$ cat src/rtl/stopwatch_pkg.sv
// Stopwatch shared definitions.
// Holds the control FSM state type, BCD digit sizing constants, the cleared
// time value and a helper that gives each digit position its rollover limit.
package stopwatch_pkg;

    // Control FSM states.
    typedef enum logic [1:0] {
        StIdle = 2'd0,
        StRun  = 2'd1,
        StStop = 2'd2,
        StLap  = 2'd3
    } state_e;

    // Width of one BCD digit.
    localparam int unsigned DigitW = 4;

    // Number of digits in MM:SS.cc.
    localparam int unsigned NumDigits = 6;

    // Rollover limit of the decimal (units) digits.
    localparam int unsigned DigitMaxUnits = 9;

    // Cleared time value 00:00.00.
    localparam logic [NumDigits*DigitW-1:0] TimeReset = 24'h000000;

    // Digit index 0 is cs_units, 5 is m_tens. Seconds-tens (3) and
    // minutes-tens (5) roll over at the tens limit, everything else at 9.
    function automatic int unsigned digit_max(input int unsigned idx,
                                              input int unsigned tens_limit);
        if (idx == 3 || idx == 5) begin
            return tens_limit;
        end
        return DigitMaxUnits;
    endfunction

endpackage

$ cat src/rtl/stopwatch_time_keeper_bcd_digit.sv
// One BCD counter digit.
// Advances by one on inc, returning to 0 after MAX. clr forces 0 and takes
// priority over inc; synchronous active-low reset forces 0.
//   CLK    : system clock
//   rst_n  : synchronous active-low reset
//   clr    : synchronous clear to 0
//   inc    : advance this digit (already qualified by lower-digit carries)
//   q      : current digit value
//   at_max : digit currently holds MAX (carry into the next digit)
module bcd_digit
    import stopwatch_pkg::*;
#(
    parameter int unsigned MAX = DigitMaxUnits
) (
    input  logic              CLK,
    input  logic              rst_n,
    input  logic              clr,
    input  logic              inc,
    output logic [DigitW-1:0] q,
    output logic              at_max
);

    logic [DigitW-1:0] q_q;
    logic [DigitW-1:0] q_d;

    always_comb begin
        q_d = q_q;
        if (clr) begin
            q_d = '0;
        end else if (inc) begin
            q_d = at_max ? '0 : q_q + DigitW'(1);
        end
    end

    always_ff @(posedge CLK) begin
        if (!rst_n) begin
            q_q <= '0;
        end else begin
            q_q <= q_d;
        end
    end

    assign at_max = (q_q == DigitW'(MAX));
    assign q      = q_q;

endmodule

$ cat src/rtl/stopwatch_time_keeper.sv
// Stopwatch time keeper.
// Accumulates elapsed time as BCD MM:SS.cc from a 100 Hz tick, runs the
// start/stop/lap/clear control FSM and holds the lap-freeze display copy.
//   CLK        : system clock
//   rst_n      : synchronous active-low reset
//   tick       : 100 Hz enable, one CLK cycle wide
//   btn_start  : start/stop button (level or pulse, see EDGE_DETECT)
//   btn_lap    : lap/clear button (level or pulse, see EDGE_DETECT)
//   digits     : {m_tens, m_units, s_tens, s_units, cs_tens, cs_units}
//   running    : high in RUN and LAP
//   lap_active : high in LAP, display frozen on the lap copy
//   wrapped    : sticky, set when time rolls over from the maximum value
module stopwatch_time_keeper
    import stopwatch_pkg::*;
#(
    parameter int unsigned TENS_LIMIT  = 5,
    parameter bit          EDGE_DETECT = 1'b1
) (
    input  logic                        CLK,
    input  logic                        rst_n,
    input  logic                        tick,
    input  logic                        btn_start,
    input  logic                        btn_lap,
    output logic [NumDigits*DigitW-1:0] digits,
    output logic                        running,
    output logic                        lap_active,
    output logic                        wrapped
);

    localparam int unsigned TimeW = NumDigits * DigitW;

    // ------------------------------------------------------------------
    // Button press detection
    // ------------------------------------------------------------------
    logic start_press;
    logic lap_press;

    if (EDGE_DETECT) begin : g_edge
        logic btn_start_q;
        logic btn_start_d;
        logic btn_lap_q;
        logic btn_lap_d;

        always_comb begin
            btn_start_d = btn_start;
            btn_lap_d   = btn_lap;
        end

        // History resets to 1 so a button held through reset is not a press.
        always_ff @(posedge CLK) begin
            if (!rst_n) begin
                btn_start_q <= 1'b1;
                btn_lap_q   <= 1'b1;
            end else begin
                btn_start_q <= btn_start_d;
                btn_lap_q   <= btn_lap_d;
            end
        end

        assign start_press = btn_start & ~btn_start_q;
        assign lap_press   = btn_lap & ~btn_lap_q;
    end else begin : g_pulse
        assign start_press = btn_start;
        assign lap_press   = btn_lap;
    end

    // Start wins over a simultaneous lap press.
    logic lap_only;
    assign lap_only = lap_press & ~start_press;

    // ------------------------------------------------------------------
    // Control FSM
    // ------------------------------------------------------------------
    state_e state_q;
    state_e state_d;
    logic   lap_load;   // copy live time into the lap registers
    logic   clear_all;  // STOP -> IDLE: clear live time, lap copy, wrapped

    always_ff @(posedge CLK) begin
        if (!rst_n) begin
            state_q <= StIdle;
        end else begin
            state_q <= state_d;
        end
    end

    always_comb begin
        state_d   = state_q;
        lap_load  = 1'b0;
        clear_all = 1'b0;
        unique case (state_q)
            StIdle: begin
                if (start_press) begin
                    state_d = StRun;
                end
            end
            StRun: begin
                if (start_press) begin
                    state_d = StStop;
                end else if (lap_only) begin
                    state_d  = StLap;
                    lap_load = 1'b1;
                end
            end
            StLap: begin
                if (start_press) begin
                    state_d = StStop;
                end else if (lap_only) begin
                    state_d = StRun;
                end
            end
            StStop: begin
                if (start_press) begin
                    state_d = StRun;
                end else if (lap_only) begin
                    state_d   = StIdle;
                    clear_all = 1'b1;
                end
            end
            default: state_d = StIdle;
        endcase
    end

    always_comb begin
        running    = (state_q == StRun) || (state_q == StLap);
        lap_active = (state_q == StLap);
    end

    // ------------------------------------------------------------------
    // Live time counter
    // ------------------------------------------------------------------
    // Counting follows the pre-transition state, so a tick on IDLE->RUN or
    // STOP->RUN is dropped while one on RUN->STOP or RUN->LAP is kept.
    logic                    count_en;
    logic [NumDigits-1:0]    dig_inc;
    logic [NumDigits-1:0]    dig_at_max;
    logic [TimeW-1:0]        live_time;

    assign count_en = tick & running;

    // Ripple carry: a digit advances only when all lower digits are at max.
    always_comb begin
        dig_inc[0] = count_en;
        for (int i = 1; i < NumDigits; i++) begin
            dig_inc[i] = dig_inc[i-1] & dig_at_max[i-1];
        end
    end

    for (genvar g = 0; g < NumDigits; g++) begin : g_digit
        bcd_digit #(
            .MAX (digit_max(g, TENS_LIMIT))
        ) u_digit (
            .CLK    (CLK),
            .rst_n  (rst_n),
            .clr    (clear_all),
            .inc    (dig_inc[g]),
            .q      (live_time[g*DigitW +: DigitW]),
            .at_max (dig_at_max[g])
        );
    end

    // ------------------------------------------------------------------
    // Lap copy and wrap flag
    // ------------------------------------------------------------------
    logic [TimeW-1:0] lap_time_q;
    logic [TimeW-1:0] lap_time_d;
    logic             wrapped_q;
    logic             wrapped_d;
    logic             wrap_now;

    // Carry out of the top digit means the whole time rolled over.
    assign wrap_now = dig_inc[NumDigits-1] & dig_at_max[NumDigits-1];

    always_comb begin
        lap_time_d = lap_time_q;
        wrapped_d  = wrapped_q;
        if (clear_all) begin
            lap_time_d = TimeReset;
            wrapped_d  = 1'b0;
        end else begin
            // Registered live_time is the pre-increment value on a lap tick.
            if (lap_load) begin
                lap_time_d = live_time;
            end
            if (wrap_now) begin
                wrapped_d = 1'b1;
            end
        end
    end

    always_ff @(posedge CLK) begin
        if (!rst_n) begin
            lap_time_q <= TimeReset;
            wrapped_q  <= 1'b0;
        end else begin
            lap_time_q <= lap_time_d;
            wrapped_q  <= wrapped_d;
        end
    end

    always_comb begin
        digits  = lap_active ? lap_time_q : live_time;
        wrapped = wrapped_q;
    end

endmodule

$ cat config.mk
export PLATFORM = sky130hd
export DESIGN_NAME = stopwatch_time_keeper
export DESIGN_NICKNAME = d
export VERILOG_FILES = /design/src/rtl/stopwatch_pkg.sv /design/src/rtl/stopwatch_time_keeper_bcd_digit.sv /design/src/rtl/stopwatch_time_keeper.sv
export SDC_FILE = /design/constraint.sdc
export NUM_CORES = 1
export LEC_CHECK = 0
export CAP_MARGIN = 20
export CORE_AREA = 5 5 85 87
export DETAILED_ROUTE_END_ITERATION = 10
export DIE_AREA = 0 0 90 92
export PLACE_DENSITY = 0.68
export SLEW_MARGIN = 10
export SYNTH_ARGS = -nofsm -noshare
export SYNTH_HDL_FRONTEND = slang
export SYNTH_SLANG_ARGS = --single-unit
$ cat constraint.sdc
create_clock -name CLK -period 5.2 [get_ports CLK]
set_input_delay 0.78 -clock CLK [delete_from_list [all_inputs] [get_ports CLK]]
set_output_delay 0.78 -clock CLK [all_outputs]
set_load 0.005 [all_outputs]
# After elaboration in Yosys (flattened, before gate mapping)
# Index checks and enable logic that the tools add are counted.
# word_totals
in_bits	5
word_cells	67
ff_bits	53
out_inout_bits	27
# classes
mux	19
reduce_logical	4
bitwise	14
add_sub_neg	6
eq_ne	13
# ops
operator	n
4-bit by 1-bit adder with 4-bit output (second input constant)	6
24-bit 2-to-1 mux	1
4-bit 2-to-1 mux	6
4-bit == test (second input constant)	4
2-bit 2-to-1 mux	7
1-bit bitwise AND	10
4-bit by 3-bit == test with 1-bit output (second input constant)	2
2-bit case mux with 4 select lines	1
3-bit inequality test (second input constant)	2
2-bit == test (second input constant)	2
1-bit 2-to-1 mux	4
1-bit NOT	4
4-bit AND reduction	1
3-bit by 1-bit inequality test with 1-bit output (second input constant)	1
2-bit by 1-bit == test with 1-bit output (second input constant)	1
2-bit zero test	1
2-bit inequality test (second input constant)	1
2-bit OR reduction	1
1-bit logical OR	1

# Longest topological paths before layout
# depth
word_depth	9
ltp_mapped	6

# By module
# Synthesis repeated with hierarchy kept, for this count alone.
# unflattened
cells_unflattened	301
area_unflattened_um2	2851.5
# by_module_without_submodules
mod	instances	area_each_um2	seq_area_each_um2	cells_per_inst
stopwatch_time_keeper	1	1725.4	580.6	175
bcd_digit at g_digit[0].u_digit ...	4	190.2	80.1	21
bcd_digit at g_digit[3].u_digit ...	2	182.7	80.1	21

# Worst setup path before layout
# OpenSTA, ideal clock, no wires.
# synth_path
kind	input port to flip-flop
startpoint	input tick
endpoint	register g_digit[3].u_digit.q_q[3]
arrival_ps	2178
setup_time_ps	67
path_stages	5
setup_slack_ps	2955
cell_sequence	nand3_2 or4_4 buf_6 or4_4 a21oi_2
# synth_via
elab_chain_len	4
# synth_rtl
element	line	text
start: declaration	stopwatch_time_keeper.sv:21	input logic tick,
1-bit bitwise AND	stopwatch_time_keeper.sv:139	assign count_en = tick & running;
1-bit bitwise AND (3 in a row)	stopwatch_time_keeper.sv:145	dig_inc[i] = dig_inc[i-1] & dig_at_max[i-1];
end signal: assignment	stopwatch_time_keeper_bcd_digit.sv:39	q_q <= q_d;
end: declaration	stopwatch_time_keeper_bcd_digit.sv:23	logic [DigitW-1:0] q_q;
# No other way between the ends.
# A chain may end at the register's enable or synchronous reset.

# Worst setup path in the final report
# layout_path
startpoint	register state_q[0]
endpoint	output digits[4]
# layout_via
elab_chain_len	2
# layout_rtl
element	line	text
start: declaration	stopwatch_time_keeper.sv:74	state_e state_q;
start signal: assignment	stopwatch_time_keeper.sv:81	state_q <= StIdle;
start signal: assignment	stopwatch_time_keeper.sv:83	state_q <= state_d;
2-bit == test	stopwatch_time_keeper.sv:126	lap_active = (state_q == StLap);
24-bit 2-to-1 mux	stopwatch_time_keeper.sv:202	digits = lap_active ? lap_time_q : live_time;
end: declaration	stopwatch_time_keeper.sv:24	output logic [NumDigits*DigitW-1:0] digits,
# No other way between the ends.

==> impl_results.md <==
- Slowest CP cell: clkinv_1
- Chip height: 92 µm
- Type of origin of the critical path: flop
- Max VDD drop: 0.0001457 V
- Vias: 2023
- IO Port Bufs: 31
- CP required: 4420 ps
- Most common cell after layout, fill and taps aside: dfxtp_1
- First-pass GRT wire length: 9.032 mm
- CP Class: flop to output pin
- Setup violations, final: 0
- Final Cell Area: 2999 µm²
- Die W: 90 µm
- Slowest stage delay, CP: 620 ps
- Die area: 8280 µm²
- 1st-iter DRT viols: 124
- Hold Path Class: flop to flop
- Clock Sinks: 53
- Post-synthesis sequential area ratio: 41.49%
- Routed Antenna Nets: 0
- Tcrit/Tclk final: 70.14%
- Final Worst Setup Slack: 1553 ps
- Setup tns final: 0 ps
- Commonest non-fill, non-tap cells in the layout: 53 x dfxtp_1, 32 x nor2_1, 31 x clkdlybuf4s50_1
- WL final: 5.015 mm
- HPWL Detailed: 3.356 mm
- Post-CTS setup buffer count: 0
- Worst-path clk slew: 90 ps
- Area growth, synth to finish: 17.27%
- Lkg Pwr: 1.162 nW
- Drt pass-1 iters: 4
- Min Hold Slack: 451.1 ps
- Synthesized area per cell: 9.101 µm²
- CTS H-Tree Depth: 2
- Startpoint of the worst hold path: wrapped
- DRC Markers: 0
- TritonCTS buffer count: 5
- Hold Crit Depth: 2
- Crit. Startpoint: state_q[0]
- Cts hold-fix bufs: 0
- Fraction of layout cells with a size suffix above 1: 11.73%
- Mapped cell area: 2557 µm²
- Top delay family on crit path: buffers and inverters
- Starting density of the core: 40.74%
- WP buf/inv: 2
- FF-to-FF End: g_digit[4].u_digit.q[3]
- Ant diodes: 0
- Placer congestion estimate: 0.7143
- Cts repair resizes: 0
- Max-Cap Viols: 0
- Clock Latency Late Sink: 300 ps
- Slew Viols, Final: 0
- Crit path DAT: 2870 ps
- Unrepaired setup endpoints after global routing: false
- Min Tclk post-route: 3647 ps
- Actual slew at the worst max-slew pin: 764.4 ps
- Cell depth of the worst flop-to-flop path: 4
- Final Total Pwr: 664.8 µW
- Post-synth EDFFs: 0
- Pre-CTS setup slack: 1833 ps
- Core footprint: 6277 µm²
- Ports: 32
- Async set-or-reset flop fraction in the synthesized netlist: 0%
- Critical-path cell list: nand2_1, clkinv_1, o21ai_0, clkdlybuf4s50_1
- All-layer global routing usage: 12.87%
- Final hold vios: 0
- Max Fanout on Critical Path: 17
- Initial antenna violation count: 0
- CTS tree: built
- Largest net degree at the start of global routing: 51
- Syn Inst Count: 281
- Primary FF master, synth: dfxtp_1
- Relative slew margins: 48.62%
- PD cells: 221.7 nW/µm²
- Hold worst-path end: wrapped
- Vias per cell: 5.268
- Cell Rows: 29
- Outcome: finished, final reports clean
- Root buffer cell: clkbuf_8
- CP Capture Type: output pin
- Flop-to-flop setup slack: 2960 ps
- Fmax: 0.2742 GHz
- Drt wl/cell: 13.06 µm
- Deepest clock path buffer count: 2
- Synthesized flop and latch total: 53
- Distinct cell type count after synthesis: 47
- Synth Warn #: 0
- Worst Clk Skew: 6.149 ps
- Net Count, Synth: 286
- Fin nets: 312
- RR Startpoint: state_q[0]
- Global route total overflow: 0
- Vias in the first global route: 1972
- Placed Area: 2913 µm²
[cell type report]
class                      count  area (µm²)
multi-input combinational    203        1389
clock buffer                   7       86.33
sequential                    53        1061
fill                         629        3278
inverter                      11       41.29
timing repair buffer          33       325.3
tap                           77       96.34
[synthesized netlist by cell type, types with 5 or more instances]
library cell  instances  area share (%)
a21oi_1              17             3.3
mux2_2               17             7.5
dfxtp_1              53              41
nand2_1              18             2.6
clkbuf_1              9             1.3
o21ai_0              20             3.9
nand2b_1              5             1.2
mux2i_1              24             9.4
nor2b_1               7             1.7
inv_1                10             1.5
nand3_1               5            0.98
nor2_1               32             4.7
[worst register-to-register path, delay by kind of cell, from the launching register on]
kind / cells / cell delay [ps]
AO/OA/AOI/OAI: 1 / 170
flip-flops: 1 / 530
AND/OR/NAND/NOR: 3 / 1480
[how the worst max path moves through the flow]
stage	end	slack, ps	cells past startpoint
after detailed placement	digits[4]	1830	4
after floorplan	g_digit[3].u_digit.q[3]	2950	5
after global placement	digits[4]	1870	4
after global routing	digits[4]	1260	4
final	digits[4]	1550	4
after CTS	digits[4]	1480	4
[state kept, by name, summed over array words and instances (netlist names)]
name / flops
g_digit.u_digit.q: 24
lap_time_q: 24
state_q: 2
g_edge.btn_lap_q: 1
g_edge.btn_start_q: 1
wrapped: 1
[power by group]
part           internal, mW  switching, mW  total (mW)
Clock                 0.106          0.129       0.235
Combinational       0.00890         0.0113      0.0202
Sequential            0.407        0.00242       0.410
[cells by family (layout without fill, tap and decap cells)]
group | after synthesis | in the layout | synth area share (%)
DFF | 53 | 53 | 41.49
AOI/OAI and AO/OA | 49 | 49 | 10.81
xor gates and xnor gates | 6 | 6 | 2.055
buffers and inverters | 25 | 51 | 4.501
muxes | 41 | 41 | 16.88
and+or+nand+nor | 107 | 107 | 24.27
[layer usage]
| metal | global-route usage [%] | up-vias | part of all wire [%] |
|---|---|---|---|
| met5 | 0 | - | 0 |
| met4 | 2.978 | 0 | 0.76 |
| met3 | 3.682 | 5 | 3.8 |
| met2 | 21.77 | 35 | 47 |
| met1 | 16.28 | 931 | 48 |
| li1 | - | 1052 | - |
[stage by stage]
stage / utilization [%] / instances
global placement: 46.40 / 377
CTS: 47.78 / 384
floorplan: - / 281
global route: 47.78 / 384
detailed placement: 46.40 / 377
finish: 47.78 / 384
No activity file was read; power rests on OpenSTA's default activity.
